[src/rtl/gsau_wb_buffer.sv]
`default_nettype none
// ============================================================================
// Module   : gsau_wb_buffer
// Purpose  : Row FIFO between the GSAU control unit and the vreg file write
//            port; drains each row in RF_PORT_BITS beats and signals completion.
// Revision : 1.0 - initial release
// ============================================================================
module gsau_wb_buffer #(
    parameter  int DEPTH        = 4,
    parameter  int ROW_BITS     = 512,
    parameter  int RF_PORT_BITS = 256,
    localparam int NBEATS       = ROW_BITS / RF_PORT_BITS,
    localparam int BEAT_BITS    = (NBEATS > 1) ? $clog2(NBEATS) : 1
) (
    input  logic                    CLK,
    input  logic                    nRST,
    input  logic                    wb_valid,
    input  logic [ROW_BITS-1:0]     wb_psum,
    input  logic [7:0]              wb_wbdst,
    output logic                    wb_output_ready,
    output logic                    rf_wen,
    output logic [7:0]              rf_waddr,
    output logic [BEAT_BITS-1:0]    rf_beat,
    output logic [RF_PORT_BITS-1:0] rf_wdata,
    input  logic                    rf_wack,
    output logic                    sb_wb_done,
    output logic [7:0]              sb_wb_vdst,
    output logic [$clog2(DEPTH):0]  occupancy
);

    localparam int c_PTR_W   = $clog2(DEPTH);
    localparam int c_CNT_W   = c_PTR_W + 1;
    localparam int c_ENTRY_W = ROW_BITS + 8;

    typedef enum logic [0:0] {
        ST_IDLE  = 1'b0,
        ST_WRITE = 1'b1
    } state_t;

    generate
        if ((ROW_BITS % RF_PORT_BITS) != 0) begin : g_bad_ratio
            $error("gsau_wb_buffer: RF_PORT_BITS must divide ROW_BITS");
        end
    endgenerate

    logic [c_ENTRY_W-1:0]    r_mem [DEPTH];
    logic [c_PTR_W-1:0]      r_wr_ptr;
    logic [c_PTR_W-1:0]      r_rd_ptr;
    logic [c_CNT_W-1:0]      r_count;
    logic [c_CNT_W-1:0]      w_count_nxt;
    logic [BEAT_BITS-1:0]    r_beat;
    state_t                  r_state;
    state_t                  w_state_nxt;
    logic                    r_done;
    logic [7:0]              r_vdst;

    logic                    w_ready;
    logic                    w_push;
    logic                    w_pop;
    logic                    w_last_beat;
    logic [c_ENTRY_W-1:0]    w_head;
    logic [ROW_BITS-1:0]     w_head_psum;
    logic [7:0]              w_head_dst;

    // Ready looks only at the registered count, so a full buffer refuses input
    // even on the cycle its head retires.
    assign w_ready     = (r_count < c_CNT_W'(DEPTH));
    assign w_push      = wb_valid && w_ready;
    assign w_last_beat = (r_beat == BEAT_BITS'(NBEATS - 1));
    assign w_pop       = (r_state == ST_WRITE) && rf_wack && w_last_beat;

    assign w_head      = r_mem[r_rd_ptr];
    assign w_head_psum = w_head[ROW_BITS-1:0];
    assign w_head_dst  = w_head[c_ENTRY_W-1 -: 8];

    always_comb begin
        w_count_nxt = r_count;
        case ({w_push, w_pop})
            2'b10:   w_count_nxt = r_count + c_CNT_W'(1);
            2'b01:   w_count_nxt = r_count - c_CNT_W'(1);
            default: w_count_nxt = r_count;
        endcase
    end

    always_ff @(posedge CLK) begin
        if (w_push) begin
            r_mem[r_wr_ptr] <= {wb_wbdst, wb_psum};
        end
    end

    always_ff @(posedge CLK or negedge nRST) begin
        if (!nRST) begin
            r_wr_ptr <= '0;
            r_rd_ptr <= '0;
            r_count  <= '0;
            r_beat   <= '0;
            r_state  <= ST_IDLE;
            r_done   <= 1'b0;
            r_vdst   <= '0;
        end else begin
            r_state <= w_state_nxt;
            r_count <= w_count_nxt;
            r_done  <= w_pop;
            if (w_push) begin
                r_wr_ptr <= r_wr_ptr + c_PTR_W'(1);
            end
            if (w_pop) begin
                r_rd_ptr <= r_rd_ptr + c_PTR_W'(1);
                r_vdst   <= w_head_dst;
            end
            if ((r_state == ST_WRITE) && rf_wack) begin
                r_beat <= w_last_beat ? '0 : r_beat + BEAT_BITS'(1);
            end
        end
    end

    // WRITE tracks "rows held after this edge", which gives one-cycle
    // push-to-request latency from an empty buffer.
    always_comb begin
        w_state_nxt = (w_count_nxt != '0) ? ST_WRITE : ST_IDLE;
        rf_wen      = 1'b0;
        rf_waddr    = '0;
        rf_beat     = '0;
        rf_wdata    = '0;
        case (r_state)
            ST_WRITE: begin
                rf_wen   = 1'b1;
                rf_waddr = w_head_dst;
                rf_beat  = r_beat;
                rf_wdata = w_head_psum[32'(r_beat) * RF_PORT_BITS +: RF_PORT_BITS];
            end
            default: begin
                rf_wen = 1'b0;
            end
        endcase
    end

    assign wb_output_ready = w_ready;
    assign sb_wb_done      = r_done;
    assign sb_wb_vdst      = r_vdst;
    assign occupancy       = r_count;

endmodule
`default_nettype wire

[config.mk]
export PLATFORM = sky130hd
export DESIGN_NAME = gsau_wb_buffer
export DESIGN_NICKNAME = d
export VERILOG_FILES = /design/src/rtl/gsau_wb_buffer.sv
export SDC_FILE = /design/constraint.sdc
export NUM_CORES = 1
export LEC_CHECK = 0
export BUFFER_PORTS_ARGS = -buffer_cell sky130_fd_sc_hd__buf_2
export CAP_MARGIN = 10
export CORE_MARGIN = 2
export CORE_UTILIZATION = 26
export CTS_BUF_LIST = sky130_fd_sc_hd__clkbuf_16
export DETAILED_ROUTE_END_ITERATION = 10
export PLACE_DENSITY = 0.51
export SLEW_MARGIN = 20
export SYNTH_ARGS = -nofsm -noshare
export SYNTH_HDL_FRONTEND = slang
export SYNTH_SLANG_ARGS = --single-unit
export TNS_END_PERCENT = 30
[constraint.sdc]
create_clock -name CLK -period 31.2 [get_ports CLK]
set_input_delay 4.68 -clock CLK [delete_from_list [all_inputs] [get_ports CLK]]
set_output_delay 4.68 -clock CLK [all_outputs]
set_load 0.01 [all_outputs]
==> flow_results.org, run 1 <==
** Detailed routing
- Final routed wire length divided by cell count :: 22.5 um
- The first detailed-routing pass ran for 5 iterations.
- In the routed design, unresolved DRC markers number 0.
- Using the TritonRoute via totals, the vias-per-cell ratio works out to 4.45.
- Wire length reported by the detailed router :: 206 mm
- Number of design-rule violations left by the first detailed-router iteration :: 3046
- Count of vias placed by the detailed router :: 40700
- Once detail routing completed, the nets flagged for antenna violations numbered 0.

** GRT
- Wire length of the first global-routing pass :: 300 mm
- The number of antenna violations at the first check in global routing was 147.
- Overall overflow remaining after global route :: 0
- Pin count of the biggest net entering global routing :: 136
- Via count of the first global-routing pass :: 42300
- Global routing consumed, over all layers together, 12.8% of the routing resources.

** Hold path
- The path with the worst hold slack has its endpoint at sb_wb_vdst[1].
- Along the worst hold path, the cell count comes to 2.
- Start point of the worst hold path :: sb_wb_vdst[1]
- The path class of the tightest hold or removal check is reg2reg.

** Synth
- Dividing the synthesized area by the synthesized cell count gives 20.3 um^2.
- The number of different library cells used by synthesis comes to 28.
- Most used standard cell by instance count after synthesis :: sky130_fd_sc_hd__edfxtp_1
- Sequential cells were found to cover 78.5% of the synthesized design area.
- Cell area after technology mapping :: 80100 um^2
- Number of synthesized register bits :: 2098
- Most frequently used flop master after synthesis :: sky130_fd_sc_hd__edfxtp_1
- Cell taking the most area after synthesis :: sky130_fd_sc_hd__edfxtp_1
- Proportion of register bits with asynchronous set or reset after synthesis :: 0.858%
- The number of nets handed over by synthesis was 4475.
- Synthesis produced a netlist whose cell count is 3945.
- Summed over its instances, the top area cell type makes up 77.9% of the synthesized netlist area.
- By area the synthesized netlist is led by sky130_fd_sc_hd__edfxtp_1, sky130_fd_sc_hd__mux4_2, sky130_fd_sc_hd__mux2_2.
- Count of warnings emitted by yosys :: 0
- By count the netlist is led by sky130_fd_sc_hd__edfxtp_1, sky130_fd_sc_hd__mux2_2, sky130_fd_sc_hd__mux4_2, sky130_fd_sc_hd__o21ai_0.
- Number of enable flip-flop cells after synthesis :: 2080

** CTS
- Clock latency reported for the late side of the worst-skew pair :: 850 ps
- Post-CTS timing repair inserted 0 buffers for setup.
- # H-tree levels :: 4
- Post-CTS repair changed the size of 0 cells.
- Max clock buf depth :: 4
- CTS hold repair buffers :: 0
- For this design, the sink count on the clock tree is 2098.
- Register clock-pin slew on the reported worst setup and hold paths :: 60 ps
- Inserted Clock Buffers :: 224
- CTS tree :: built
- Clock root buffer :: sky130_fd_sc_hd__clkbuf_16

** Die
- Count of boundary I/O pins :: 803
- Die Width :: 559 um
- Initial core utilization :: 26.2%
- In this run the standard cell core region covers 306000 um^2.
- Height of the chip :: 559 um
- Die Outline Area :: 313000 um^2
- Row generation in the floorplan step produced 203 rows.

** Power
- Power per Cell Area :: 94.8 nW/um^2
- In this run, the combinational gates consume 31.4% of the power.
- Internal power comes to 6.14 mW.
- In this run, the clock network consumes 27.9% of the power.
- Leakage Power :: 31.5 nW
- P_sw :: 2.95 mW
- Registers are responsible for 40.7% of the overall power.
- Switching share of total power :: 32.5%
- Maximum VDD drop :: 0.0640 mV
- Overall Power :: 9.09 mW

** Placement
- Detailed placement ended at an HPWL of 125 mm.
- Routability-driven placement finished with a final weighted congestion of 0.730.
- OpenSTA, run right after detailed placement, puts the worst setup slack at 20480 ps.
- Cell count after placement :: 8680
- The count of buffers added on input and output ports is 802.

** STA
- Highest attainable clock frequency :: 85.7 MHz
- Worst hold margin :: 474 ps
- Worst rel slew slack :: 21.4%
- Counting I/O delays and the setup requirement, the final critical path takes 11670 ps.
- The total count of hold-check failures in the final report is 0.
- For the final database, setup skew stands at 47.2 ps.
- Setup repair after global routing missed its margin :: false
- Setup violations remaining at the end of the flow were counted as 0.
- Tightest Pin Transition :: 1180 ps
- In the finished design, the share of the clock period the worst path needs comes to 37.4%.
- Setup total negative slack on the finished layout was measured at 0 ps.
- In the post-route analysis, the smallest setup slack over all paths is 19530 ps.
- The max-slew violation total from the final report came to 0.

** Setup path
- Worst setup path category :: reg2out
- Peak per-stage delay on the critical path :: 940 ps
- Along the worst path, the maximum fanout reaches 135.
- Reg-to-reg startpoint :: occupancy[2]
- Length in cells of the worst reg-to-reg path :: 6
- Data arrival, critical path :: 6990 ps
- Cell with the biggest individual delay on the critical path :: sky130_fd_sc_hd__buf_4
- STA puts the critical path data required time at 26520 ps.
- The worst setup path is launched from a register.
- Most used cell along the critical path :: sky130_fd_sc_hd__buf_4
- Critical R2R Capture :: r_mem[0][167]
- STA classifies the critical path endpoint as an output pin.
- In this run the register-to-register setup slack is 25760 ps.
- The signal on the critical path passes through buf_4 > buf_12 > buf_4 > buf_4 > buf_12 > mux4_2 > o22ai_1 > nor2_1 > buf_2.

** Layout
- Final instance count without filler cells :: 9139
- The area growth from synthesis to layout is 19.6%.
- Fraction of layout cells with a size suffix above 1 :: 39.2%
- Number of nets in the finished design :: 5336

** Job
- MaxCap Viol Count :: 0

** Outcome
- Run status :: completed
-- logic make-up after synthesis --
logic type                 Yosys count  share of synthesized area [%]
buffers and inverters              241                           1.58
adders and majority gates            6                          0.103
AOI/OAI and AO/OA                  514                           3.61
muxes                              777                           14.6
DFF                               2098                           78.5
and+or+nand+nor                    303                           1.49
xor gates and xnor gates             6                         0.0656
-- placed cells by master (no fill, tap or decap), drive strengths merged, types with 29 or more instances in the layout --
cell / instances
inv: 60
diode: 49
nor2: 256
clkbuf: 226
buf: 868
o21ai: 258
mux4: 264
nand2: 29
edfxtp: 2080
mux2: 512
o22ai: 256
clkinv: 111
-- worst max-delay path, delay by kind of cell, from the launching register on --
family,cells,cell delay [ps]
buffers and inverters,6,3800
multiplexers,1,350
AND/OR/NAND/NOR,1,270
flip-flops,1,850
AO/OA/AOI/OAI,1,80
-- how the worst max path moves through the flow --
stage | endpoint | slack [ps] | cells after the start | start
3_3_place_gp | rf_wdata[84] | 20510 | 9 | r_beat
4_1_cts | rf_wdata[84] | 19480 | 9 | r_beat
3_5_place_dp | rf_wdata[84] | 20480 | 9 | r_beat
5_1_grt | rf_wdata[124] | 19170 | 9 | r_beat
6_report | rf_wdata[124] | 19530 | 9 | r_beat
2_1_floorplan | r_mem[0][0] | 13450 | 3 | wb_valid
-- metal layers --
layer	part of all wire [%]	GRT usage (%)	routed length, um
met5	0.36	0	751
met4	2.4	3.18	4920
met3	7.4	3.89	15300
met2	47	20.4	96000
met1	43	16.9	88900
-- power by group through the flow --
stage                     Clock, mW  Combinational (mW)  Sequential [mW]
final                          2.53                2.86             3.70
after global routing           2.72                3.10             3.73
after CTS                      2.61                2.94             3.70
after detailed placement          0                2.93             3.76
after global placement            0                2.92             3.75
after floorplan                   0                1.85             3.95
-- flip-flops by register name, indices dropped and copies added, names as in the netlist --
signal      flops
r_beat          1
r_mem        2080
r_rd_ptr        2
r_wr_ptr        2
sb_wb_done      1
sb_wb_vdst      8
occupancy       3
r_state         1
-- per-stage QoR --
step	util, %	instance area (um^2)
finish	31.3	95800
floorplan	-	80100
detailed placement	29.0	88700
global route	31.3	95700
global placement	29.0	88700
CTS	31.2	95700
-- area by class of cell --
type / instances / area (um^2)
antenna: 49 / 123
clock buffer: 226 / 5660
clock inverter: 184 / 1360
fill: 29800 / 210000
inverter: 8 / 30.0
multi-input combinational: 1606 / 16000
sequential: 2098 / 62900
tap: 4100 / 5130
timing repair buffer: 868 / 4640
No activity file was read; power rests on OpenSTA's default activity.
==> inputs of run 2 (changes only) <==
Clock period 31.2 ns to 10.8 ns, I/O delays scaled along.
==> flow_results.org, run 2 (synthesized netlist as in run 1, its figures left out) <==
** Die
- Core area :: 306000 um^2
- 803 I/O pins were placed.
- Num rows :: 203
- For this configuration, the core starts out at a cell density of 26.2%.
- The floorplan step defined a die boundary enclosing 313000 um^2.
- Die Width :: 559 um
- Height of the chip :: 559 um

** Layout
- The register with the most flip-flops in the layout has 2080 of them.
- Layout overhead on the synthesized area :: 20.0%
- Post-route cell area :: 96200 um^2
- Most flops, register :: r_mem
- At the end of the flow, the number of nets in the layout was 5332.
- Most used cells in the layout excluding fill and tap cells :: sky130_fd_sc_hd__edfxtp_1, sky130_fd_sc_hd__buf_2, sky130_fd_sc_hd__mux2_2, sky130_fd_sc_hd__mux4_2, sky130_fd_sc_hd__o21ai_0
- Most common cell after layout, fill and taps aside :: sky130_fd_sc_hd__edfxtp_1
- The post-route netlist has 39.3% of its cells at a drive strength greater than 1.

** Power
- Summed over all cells, the static leakage comes to 31.6 nW.
- Maximum VDD drop :: 0.172 mV
- Sequential cells burn 40.3% of the power.
- Clock Power Share :: 28.2%
- Summed over all nets, the switching power comes to 8.63 mW.
- Power per Cell Area :: 276 nW/um^2
- After layout, the design draws a total of 26.5 mW.
- Proportion of power drawn by combinational gates :: 31.5%
- Net switching is 32.6% of the power.
- Design internal power :: 17.9 mW

** Detailed routing
- DR pass1 iterations :: 5
- In the final routed layout, each cell accounts on average for 22.9 um.
- After the first detailed-routing iteration, the DRC count stood at 3338.
- Antenna-violating nets left :: 0
- In the routed layout, each cell is associated on average with a via count of 4.50.
- Summing over every cut layer, the via total after detailed routing is 41100.
- The routed design has 210 mm of wire.
- Remaining design rule violation count :: 0

** GRT
- The number of antenna violations at the first check in global routing is 171.
- Pin count of the biggest net entering global routing :: 133
- The via count of the first global-routing pass came to 42400.
- The first global-routing pass estimated 301 mm of wire.
- Overall overflow remaining after global route :: 0
- Total global-route track usage :: 12.9%

** STA
- The final critical path takes up 61.1% of the cycle.
- Across all setup checks in the final design, the least slack found is 4210 ps.
- Post-Route Skew :: 67.1 ps
- Worst hold margin :: 486 ps
- Highest attainable clock frequency :: 152 MHz
- In this run the tightest slew margin relative to its limit is 25.0%.
- Tightest Pin Transition :: 1130 ps
- Setup repair after global routing missed its margin :: false
- Final period demand of the worst path :: 6590 ps
- Setup violations remaining at the end of the flow were counted as 0.
- The max-slew violation total from the final report was 0.
- Total negative slack :: 0 ps
- Number of hold-slack violations in the final timing report :: 0

** Placement
- Summing all placed instances gives a cell area of 88800 um^2.
- Placer Congestion :: 0.743
- After legalization and detailed placement, the total HPWL measured 126 mm.
- Pre-CTS WS :: 4880 ps
- Port bufs :: 802

** CTS
- Clock latency reported for the late side of the worst-skew pair :: 890 ps
- The cell sitting at the root of the clock tree is a sky130_fd_sc_hd__clkbuf_16.
- The H-tree generated during clock tree synthesis spans 4 levels.
- Post-CTS setup buffer count :: 0
- The clock drives 2098 sinks.
- After clock tree synthesis, the clock-pin slew on the worst setup and hold paths is 60 ps.
- CTS hold repair buffers :: 0
- TritonCTS built the clock tree.
- Once the clock tree was built, the resizer swapped 0 gates to a different size.
- TritonCTS created 224 clock buffers.
- Max clock buf depth :: 4

** Setup path
- Worst setup path category :: reg2out
- Reg-to-reg startpoint :: occupancy[2]
- Peak per-stage delay on the critical path :: 1000 ps
- In this run the worst path has a maximum fanout of 57.
- Data arrival, critical path :: 4970 ps
- The signal on the critical path passes through buf_12 > buf_4 > buf_12 > mux4_2 > o22ai_1 > nor2_1 > buf_2.
- Critical Path Sink Type :: output pin
- Most used cell along the critical path :: sky130_fd_sc_hd__buf_12
- The slowest stage of the critical path is the sky130_fd_sc_hd__dfrtp_4 cell.
- At the worst endpoint, the required time is 9180 ps.
- Crit path launch :: r_rd_ptr[0]
- The worst setup path is launched from a register.

** Job
- MaxCap Viol Count :: 0

** Outcome
- Run status :: completed

** Hold path
- In this run the most critical hold path is launched from sb_wb_vdst[6].
- Worst Hold Class :: reg2reg
-- run 2: cell types whose count changed in the layout (fill, tap and decap cells not counted) --
cell                        change
sky130_fd_sc_hd__clkinv_8       -1
sky130_fd_sc_hd__bufinv_16      +4
sky130_fd_sc_hd__inv_16         -2
sky130_fd_sc_hd__diode_2       +15
sky130_fd_sc_hd__clkinv_2       +2
sky130_fd_sc_hd__buf_12        +12
sky130_fd_sc_hd__clkinv_4       -2
sky130_fd_sc_hd__inv_1          -5
sky130_fd_sc_hd__clkinv_16      +3
sky130_fd_sc_hd__buf_6          -1
sky130_fd_sc_hd__clkinv_1       -6
sky130_fd_sc_hd__buf_4         -15
sky130_fd_sc_hd__inv_6          +3
sky130_fd_sc_hd__inv_8          +3
-- run 2: power groups by stage --
stage                     Combinational [mW]  Sequential, mW  Clock [mW]
after floorplan                         5.35            11.2           0
after global placement                  8.51            10.8           0
after detailed placement                8.52            10.9           0
after CTS                               8.55            10.7        7.71
after global routing                    9.00            10.8        8.03
final                                   8.34            10.7        7.48
-- run 2: stage by stage --
| stage | instances | utilization (%) |
|---|---|---|
| detailed placement | 8676 | 29.0 |
| CTS | 9085 | 31.3 |
| finish | 9149 | 31.4 |
| global placement | 8676 | 29.0 |
| floorplan | 3945 | - |
| global route | 9108 | 31.4 |
-- run 2: per-layer routing --
| layer | up-vias | wire length [um] | global-route usage [%] |
|---|---|---|---|
| met4 | 112 | 5190 | 3.70 |
| met1 | 21300 | 89200 | 17.1 |
| met5 | - | 711 | 0 |
| met2 | 1421 | 96200 | 20.2 |
| li1 | 17900 | - | - |
| met3 | 449 | 18600 | 4.33 |
-- run 2: final cells by class --
cell class                      count  area, um^2
Antenna cell                       64         160
Clock buffer                      226        5660
Clock inverter                    183        1530
Fill cell                       29800      210000
Inverter                            8        30.0
Multi-Input combinational cell   1606       16000
Sequential cell                  2098       62900
Tap cell                         4100        5130
Timing Repair Buffer              864        4750
-- run 2: worst max-delay path: cells and delay by family (launching register included) --
kind                   cells  cell delay (ps)
AOI/OAI and AO/OA          1              160
and+or+nand+nor            1               80
DFF                        1             1000
muxes                      1              570
buffers and inverters      4             2010
-- run 2: worst paths after layout --
check,endpoint,slack (ps),cells after the start
max in group asynchronous,occupancy[0],9740,1
hold / removal,sb_wb_vdst[6],490,2
setup reg to reg,r_mem[3][399],7250,5
hold reg to reg,sb_wb_vdst[6],490,2
setup / recovery,rf_wdata[88],4210,7
min in group asynchronous,sb_wb_vdst[3],680,1
